`config.mk`:
```
export PLATFORM = sky130hd
export DESIGN_NAME = fetch_stage
export DESIGN_NICKNAME = d
export VERILOG_FILES = /design/src/rtl/fetch_stage_pkg.sv /design/src/rtl/fetch_stage_ifid_reg.sv /design/src/rtl/fetch_stage.sv
export SDC_FILE = /design/constraint.sdc
export NUM_CORES = 1
export LEC_CHECK = 0
export ABC_AREA = 0
export CORE_MARGIN = 5
export CORE_UTILIZATION = 26
export DETAILED_ROUTE_END_ITERATION = 10
export PLACE_DENSITY = 0.57
export SYNTH_ARGS = -nofsm -noshare
export SYNTH_HDL_FRONTEND = slang
export SYNTH_HIERARCHICAL = 1
export SYNTH_SLANG_ARGS = --single-unit
export TNS_END_PERCENT = 20
```
`constraint.sdc`:
```
create_clock -name clk -period 2.8 [get_ports clk]
set_clock_uncertainty 0.05 [all_clocks]
set_input_delay 0.42 -clock clk [delete_from_list [all_inputs] [get_ports clk]]
set_output_delay 0.42 -clock clk [all_outputs]
set_load 0.05 [all_outputs]
```
`src/rtl/fetch_stage_pkg.sv`:
```
// Shared pipeline definitions for the instruction-fetch stage:
// FSM state encoding, the IF/ID record and the reset/bubble defaults.
package fetch_stage_pkg;

    localparam logic [31:0] DEF_RESET_PC  = 32'h0000_0000;
    localparam logic [31:0] DEF_NOP_INSTR = 32'h0000_0000;

    // S_REQ : free to issue a request
    // S_WAIT: exactly one request outstanding
    // S_HOLD: response parked in the holding buffer while IF/ID is stalled
    typedef enum logic [1:0] {
        S_REQ  = 2'd0,
        S_WAIT = 2'd1,
        S_HOLD = 2'd2
    } fetch_state_e;

    typedef struct packed {
        logic [31:0] pc4;
        logic [31:0] instr;
        logic        valid;
    } ifid_t;

endpackage

```
`src/rtl/fetch_stage_ifid_reg.sv`:
```
// IF/ID pipeline register with write enable, flush-to-bubble and
// synchronous active-high reset. A bubble clears valid and forces the
// NOP instruction but leaves pc4 untouched.
module ifid_reg
    import fetch_stage_pkg::*;
#(
    parameter logic [31:0] NOP_INSTR = DEF_NOP_INSTR
) (
    input  logic        clk,
    input  logic        reset,
    input  logic        we_i,      // IF/ID may change this cycle
    input  logic        flush_i,   // force a bubble regardless of we_i
    input  logic        load_i,    // with we_i: capture pc4_i/instr_i as valid
    input  logic [31:0] pc4_i,
    input  logic [31:0] instr_i,
    output logic [31:0] pc4_o,
    output logic [31:0] instr_o,
    output logic        valid_o
);

    ifid_t ifid_q, ifid_d;

    // Next IF/ID contents: flush or an empty write becomes a bubble.
    always_comb begin
        // NOTE: every output of a combinational block gets a default first so
        // that no path leaves it unassigned and infers a latch.
        ifid_d = ifid_q;
        if (flush_i || (we_i && !load_i)) begin
            ifid_d.instr = NOP_INSTR;
            ifid_d.valid = 1'b0;
        end else if (we_i) begin
            ifid_d = '{pc4: pc4_i, instr: instr_i, valid: 1'b1};
        end
    end

    // Register update with synchronous reset to an empty slot.
    always_ff @(posedge clk) begin
        // NOTE: state is updated with non-blocking assignments so every
        // register samples pre-edge values regardless of statement order.
        if (reset) begin
            ifid_q <= '{pc4: 32'h0, instr: NOP_INSTR, valid: 1'b0};
        end else begin
            ifid_q <= ifid_d;
        end
    end

    assign pc4_o   = ifid_q.pc4;
    assign instr_o = ifid_q.instr;
    assign valid_o = ifid_q.valid;

endmodule

```
`src/rtl/fetch_stage.sv`:
```
// Instruction-fetch stage: PC register, request/grant/response handshake
// to instruction memory (one request outstanding at most), a one-entry
// holding buffer for responses that arrive while IF/ID is stalled, and
// branch redirect with flush of in-flight fetches.
// Optional feature: define FETCH_PERF_CNT_EN to add perf_bubble_cnt, a
// saturating count of cycles in which IF/ID holds a bubble.
module fetch_stage
    import fetch_stage_pkg::*;
#(
    parameter logic [31:0] RESET_PC  = DEF_RESET_PC,
    parameter logic [31:0] NOP_INSTR = DEF_NOP_INSTR
) (
    input  logic        clk,
    input  logic        reset,
    input  logic        pcWrite,
    input  logic        ifid_writeReg,
    input  logic        branch_taken,
    input  logic [31:0] branch_target,
    output logic        imem_req,
    output logic [31:0] imem_addr,
    input  logic        imem_gnt,
    input  logic        imem_rvalid,
    input  logic [31:0] imem_rdata,
    output logic [31:0] ifid_pc4,
    output logic [31:0] ifid_instr,
    output logic        ifid_valid
`ifdef FETCH_PERF_CNT_EN
    ,
    output logic [31:0] perf_bubble_cnt
`endif
);

    fetch_state_e state_q, state_d;
    logic [31:0]  pc_q, pc_d;
    logic [31:0]  fetch_pc_q, fetch_pc_d;
    logic [31:0]  buf_instr_q, buf_instr_d;
    logic         kill_q, kill_d;

    logic         req;
    logic         fire;
    logic [31:0]  target_aligned;
    logic         ifid_we, ifid_flush, ifid_load;
    logic [31:0]  ifid_instr_in;
    logic [31:0]  ifid_pc4_in;

    assign target_aligned = branch_target & 32'hFFFF_FFFC;

    // A new request may go out from S_REQ, or from S_WAIT when the live
    // response is consumed straight into IF/ID this very cycle.
    assign req = !reset && !branch_taken && pcWrite &&
                 ((state_q == S_REQ) ||
                  ((state_q == S_WAIT) && imem_rvalid && !kill_q && ifid_writeReg));
    assign fire = req && imem_gnt;

    assign imem_req  = req;
    assign imem_addr = pc_q;

    // No request is issued between buffering and unloading a response, so
    // fetch_pc_q still names the buffered instruction and its pc4 need not
    // be stored alongside it.
    assign ifid_pc4_in = fetch_pc_q + 32'd4;

    // Next-state, PC/buffer update and IF/ID control.
    always_comb begin
        state_d       = state_q;
        pc_d          = pc_q;
        fetch_pc_d    = fetch_pc_q;
        buf_instr_d   = buf_instr_q;
        kill_d        = kill_q;
        ifid_we       = ifid_writeReg;
        ifid_flush    = 1'b0;
        ifid_load     = 1'b0;
        ifid_instr_in = imem_rdata;

        if (branch_taken) begin
            pc_d       = target_aligned;
            ifid_flush = 1'b1;
            if (state_q == S_WAIT) begin
                if (imem_rvalid) begin
                    // Response for the wrong path lands now: drop it.
                    state_d = S_REQ;
                    kill_d  = 1'b0;
                end else begin
                    // Response still in flight: remember to drop it.
                    kill_d = 1'b1;
                end
            end else begin
                state_d = S_REQ;
            end
        end else begin
            unique case (state_q)
                S_REQ: begin
                end
                S_WAIT: begin
                    if (imem_rvalid) begin
                        if (kill_q) begin
                            kill_d  = 1'b0;
                            state_d = S_REQ;
                        end else if (ifid_writeReg) begin
                            ifid_load = 1'b1;
                            state_d   = S_REQ;
                        end else begin
                            buf_instr_d = imem_rdata;
                            state_d     = S_HOLD;
                        end
                    end
                end
                S_HOLD: begin
                    if (ifid_writeReg) begin
                        ifid_load     = 1'b1;
                        ifid_instr_in = buf_instr_q;
                        state_d       = S_REQ;
                    end
                end
                default: begin
                    state_d = S_REQ;
                end
            endcase

            if (fire) begin
                fetch_pc_d = pc_q;
                pc_d       = pc_q + 32'd4;
                state_d    = S_WAIT;
            end
        end
    end

    // Fetch state registers.
    always_ff @(posedge clk) begin
        if (reset) begin
            state_q     <= S_REQ;
            pc_q        <= RESET_PC;
            fetch_pc_q  <= RESET_PC;
            buf_instr_q <= NOP_INSTR;
            kill_q      <= 1'b0;
        end else begin
            state_q     <= state_d;
            pc_q        <= pc_d;
            fetch_pc_q  <= fetch_pc_d;
            buf_instr_q <= buf_instr_d;
            kill_q      <= kill_d;
        end
    end

    ifid_reg #(
        .NOP_INSTR (NOP_INSTR)
    ) u_ifid_reg (
        .clk     (clk),
        .reset   (reset),
        .we_i    (ifid_we),
        .flush_i (ifid_flush),
        .load_i  (ifid_load),
        .pc4_i   (ifid_pc4_in),
        .instr_i (ifid_instr_in),
        .pc4_o   (ifid_pc4),
        .instr_o (ifid_instr),
        .valid_o (ifid_valid)
    );

`ifdef FETCH_PERF_CNT_EN
    logic [31:0] bubble_cnt_q, bubble_cnt_d;

    // Saturating count of cycles in which IF/ID shows a bubble.
    always_comb begin
        bubble_cnt_d = bubble_cnt_q;
        if (!ifid_valid && (bubble_cnt_q != 32'hFFFF_FFFF)) begin
            bubble_cnt_d = bubble_cnt_q + 32'd1;
        end
    end

    // Counter register.
    always_ff @(posedge clk) begin
        if (reset) begin
            bubble_cnt_q <= 32'h0;
        end else begin
            bubble_cnt_q <= bubble_cnt_d;
        end
    end

    assign perf_bubble_cnt = bubble_cnt_q;
`endif

endmodule

```
==> impl_results.md <==
* Slew HR at 31.3%
* Final std cell area, no fill at 10700 µm²
* CP endpoint kind: flop
* Non-filler instance count after layout at 1502
* Power density over cell area at 520 nW/µm²
* Leading cell types in the layout, fill and taps excluded: sky130_fd_sc_hd__clkdlybuf4s50_1 (161), sky130_fd_sc_hd__dfxtp_1 (160), sky130_fd_sc_hd__nand2_1 (150)
* Area growth syn-to-layout at 34.6%
* Via count at 7210
* Highest clock rate at 0.409 GHz
* Worst Hold Launch: reset
* Port Buffer Count at 164
* Parity-gate share of the synthesized area counting xor and xnor cells at 3.75%
* Pin count of the biggest net entering global routing at 96
* Clock transition time at the flip-flop clock pins of the worst setup and hold paths at 70 ps
* First-pass DRT Iterations at 4
* Vias per cell at 4.80
* Share of synthesized area occupied by flip-flops and latches at 40.3%
* Netlist area before placement at 7950 µm²
* Largest delay share family, worst path: compound AO/OA/AOI/OAI gates
* Max cap viols at 0
* Total core area at 30300 µm²
* Most common cell after layout, fill and taps aside: sky130_fd_sc_hd__clkdlybuf4s50_1
* Global-route usage over all layers at 14.4%
* Synth Flop Type: sky130_fd_sc_hd__dfxtp_1
* Simple-gate share of the synthesized area at 27.5%
* Fraction of the core area covered by cells at the end of the flow at 35.2%
* Hold buffer count at cts at 0
* Average wire per standard cell at 16.4 µm
* Status: finished clean
* Final Hold Vio Count at 0
* Final Critical Period at 2440 ps
* TNS Setup at 0 ps
* Slew at the pin with the worst max-slew slack at 1030 ps
* Critical path data required time at 3070 ps
* Post-synthesis adder-cell area fraction at 0.787%
* Initial antenna violation count at 5
* Yosys warning total at 6
* Max FO, Critical Path at 25
* RSZ-0062 raised after global routing: false
* Critical path class: flop to flop
* Total of endpoints with negative setup slack in the final report at 0
* Synthesized area per cell at 8.41 µm²
* Maximum count of clock buffers along a single path at 2
* Peak supply drop at 0.382 mV
* Reg-to-reg critical path startpoint: state_q[1]$_SDFFE_PP0P_
* Clock tree from TritonCTS: yes
* Total CTS buffers at 17
* Combinational family with the most area after synthesis: simple AND/OR/NAND/NOR gates
* Critical path launch point type: flop
* Buf+Inv Stages, Crit Path at 2
* Aggregate global routing overflow at 0
* Clock tree root buffer cell: sky130_fd_sc_hd__clkbuf_16
* Post CTS Setup Buffer Count at 0
* Antenna Nets Post-Route at 0
* Row cnt at 64
* CP startpoint: state_q[1]$_SDFFE_PP0P_
* Number of top-level design ports at 169
* Number of nets in the finished design at 1167
* First-iteration detailed-routing DRC count at 393
* Number of flops mapped to enable cells by yosys at 0
* Cell count after placement at 1468
* Worst Setup Slack post-DPL at 133 ps
* Die area at 34200 µm²
* Post-route fraction of the period consumed by the critical path at 87.3%
* Placer's final routability congestion estimate at 0.815
* DP Wirelength at 17100 µm
* Ratio of cells with drive above 1 in the final layout at 9.87%
* Final Routed Wirelength at 24600 µm
* Cell chain of the critical path: inv_1 -> ha_1 -> and4b_1 -> o21ai_2 -> buf_4 -> o21ai_0 -> a311oi_1
* Via count of the first global-routing pass at 7163
* Critical path's slowest cell: sky130_fd_sc_hd__o21ai_2
* FFs w/ async S/R, synth at 0%
* Number of sinks on the clock net at 160
* Insertion delay to the later sink of the worst-skew pair at 420 ps
* Post-route DRC at 0
* Leading area contributor after synthesis: sky130_fd_sc_hd__dfxtp_1
* Hold Crit Class: primary input to flop
* FF+latch count, synth at 160
* Number of cells produced by synthesis at 945
* Mux share of post-synthesis cell area at 8.69%
* Complex-gate fraction of the synthesized area at 13.7%
* Yosys cell types at 61
* CTS H-tree depth at 4
* Initial core utilization at 26.2%
* Leakage power total at 3.41 nW
* Die Width at 185 µm
* Final max-slew violation count at 0
* Final worst-path setup slack at 355 ps
* Largest incremental delay on the critical path at 790 ps
* Wire length of the first global-routing pass at 39700 µm
* Vertical extent of the die at 185 µm
* Placed cell area at 10000 µm²
* Leading post-synthesis cells by cell area: sky130_fd_sc_hd__dfxtp_1 (40%), sky130_fd_sc_hd__nand2b_1 (7.6%), sky130_fd_sc_hd__nand2_1 (7.1%), sky130_fd_sc_hd__a21oi_1 (6.4%), sky130_fd_sc_hd__mux2_2 (4.5%)
* WP data arrival at 2720 ps
* Number of gates resized after cts at 0
* Share of Yosys cell area claimed by the top area cell type at 40.3%
per-stage QoR:
stage               hold slack (ps)  power [mW]
floorplan                       384        2.71
CTS                             328        5.64
global route                    348        5.78
finish                          342        5.56
global placement                389        2.98
detailed placement              397        2.98
registers in the layout, summed over array words and instances, names as in the netlist:
name,count
u_ifid_reg/valid_o,1
fetch_pc_q,30
state_q,2
u_ifid_reg/instr_o,32
buf_instr_q,32
imem_addr,30
kill_q,1
u_ifid_reg/pc4_o,32
worst reg2reg max path: cells and delay by family (launching register included):
kind / cells / cell delay (ps)
simple gates: 1 / 260
compound gates: 3 / 1110
flops: 1 / 330
fa+ha+maj: 1 / 250
buf+inv: 2 / 350
worst paths after layout:
kind                                        to  slack [ps]  cells past startpoint
hold reg to reg   buf_instr_q[24]$_SDFFE_PP0P_         400                      2
hold / removal      imem_addr[14]$_SDFFE_PP0P_         340                      3
setup reg to reg     imem_addr[9]$_SDFFE_PP0P_         360                      7
setup / recovery     imem_addr[9]$_SDFFE_PP0P_         360                      7
cells by family after synthesis:
logic type | after synthesis
and+or+nand+nor | 419
AOI/OAI and AO/OA | 174
buffers and inverters | 87
DFF | 160
xor gates and xnor gates | 34
other | 1
adders and majority gates | 5
muxes | 65
power breakdown:
part           switching (mW)  total, mW  internal [mW]
Sequential             0.0664       2.38           2.31
Clock                    1.07       2.63           1.56
Combinational           0.311      0.552          0.241
cells in the mapped netlist, drive strengths merged, types with 8 or more instances:
| cell type | count |
|---|---|
| and3 | 11 |
| clkbuf | 53 |
| or4 | 13 |
| nand2b | 97 |
| a21oi | 101 |
| inv | 12 |
| nand4 | 17 |
| xnor2 | 25 |
| nand3 | 59 |
| nor2 | 23 |
| dfxtp | 160 |
| buf | 21 |
| and4 | 10 |
| mux2i | 33 |
| nand2 | 150 |
| a311oi | 10 |
| and2 | 8 |
| a211oi | 13 |
| mux2 | 32 |
| xor2 | 9 |
metal layers:
metal / wire [µm] / track usage (%) / share of wire (%) / vias up
li1: - / - / - / 3619
met1: 11600 / 19.5 / 47 / 3406
met2: 11100 / 22.9 / 45 / 157
met3: 1600 / 4.34 / 6.5 / 22
met4: 244 / 3.14 / 0.99 / 6
met5: 34 / 0 / 0.14 / -
area by class of cell:
class | count | area [µm²]
fillers | 3109 | 19700
multi-input cells | 701 | 4360
flip-flops and latches | 160 | 3200
repair buffers | 198 | 1920
well taps | 396 | 495
clock buffers | 18 | 439
clock inverters | 14 | 221
inverters | 13 | 48.8
diodes | 2 | 5.00
No activity file was read; power rests on OpenSTA's default activity.
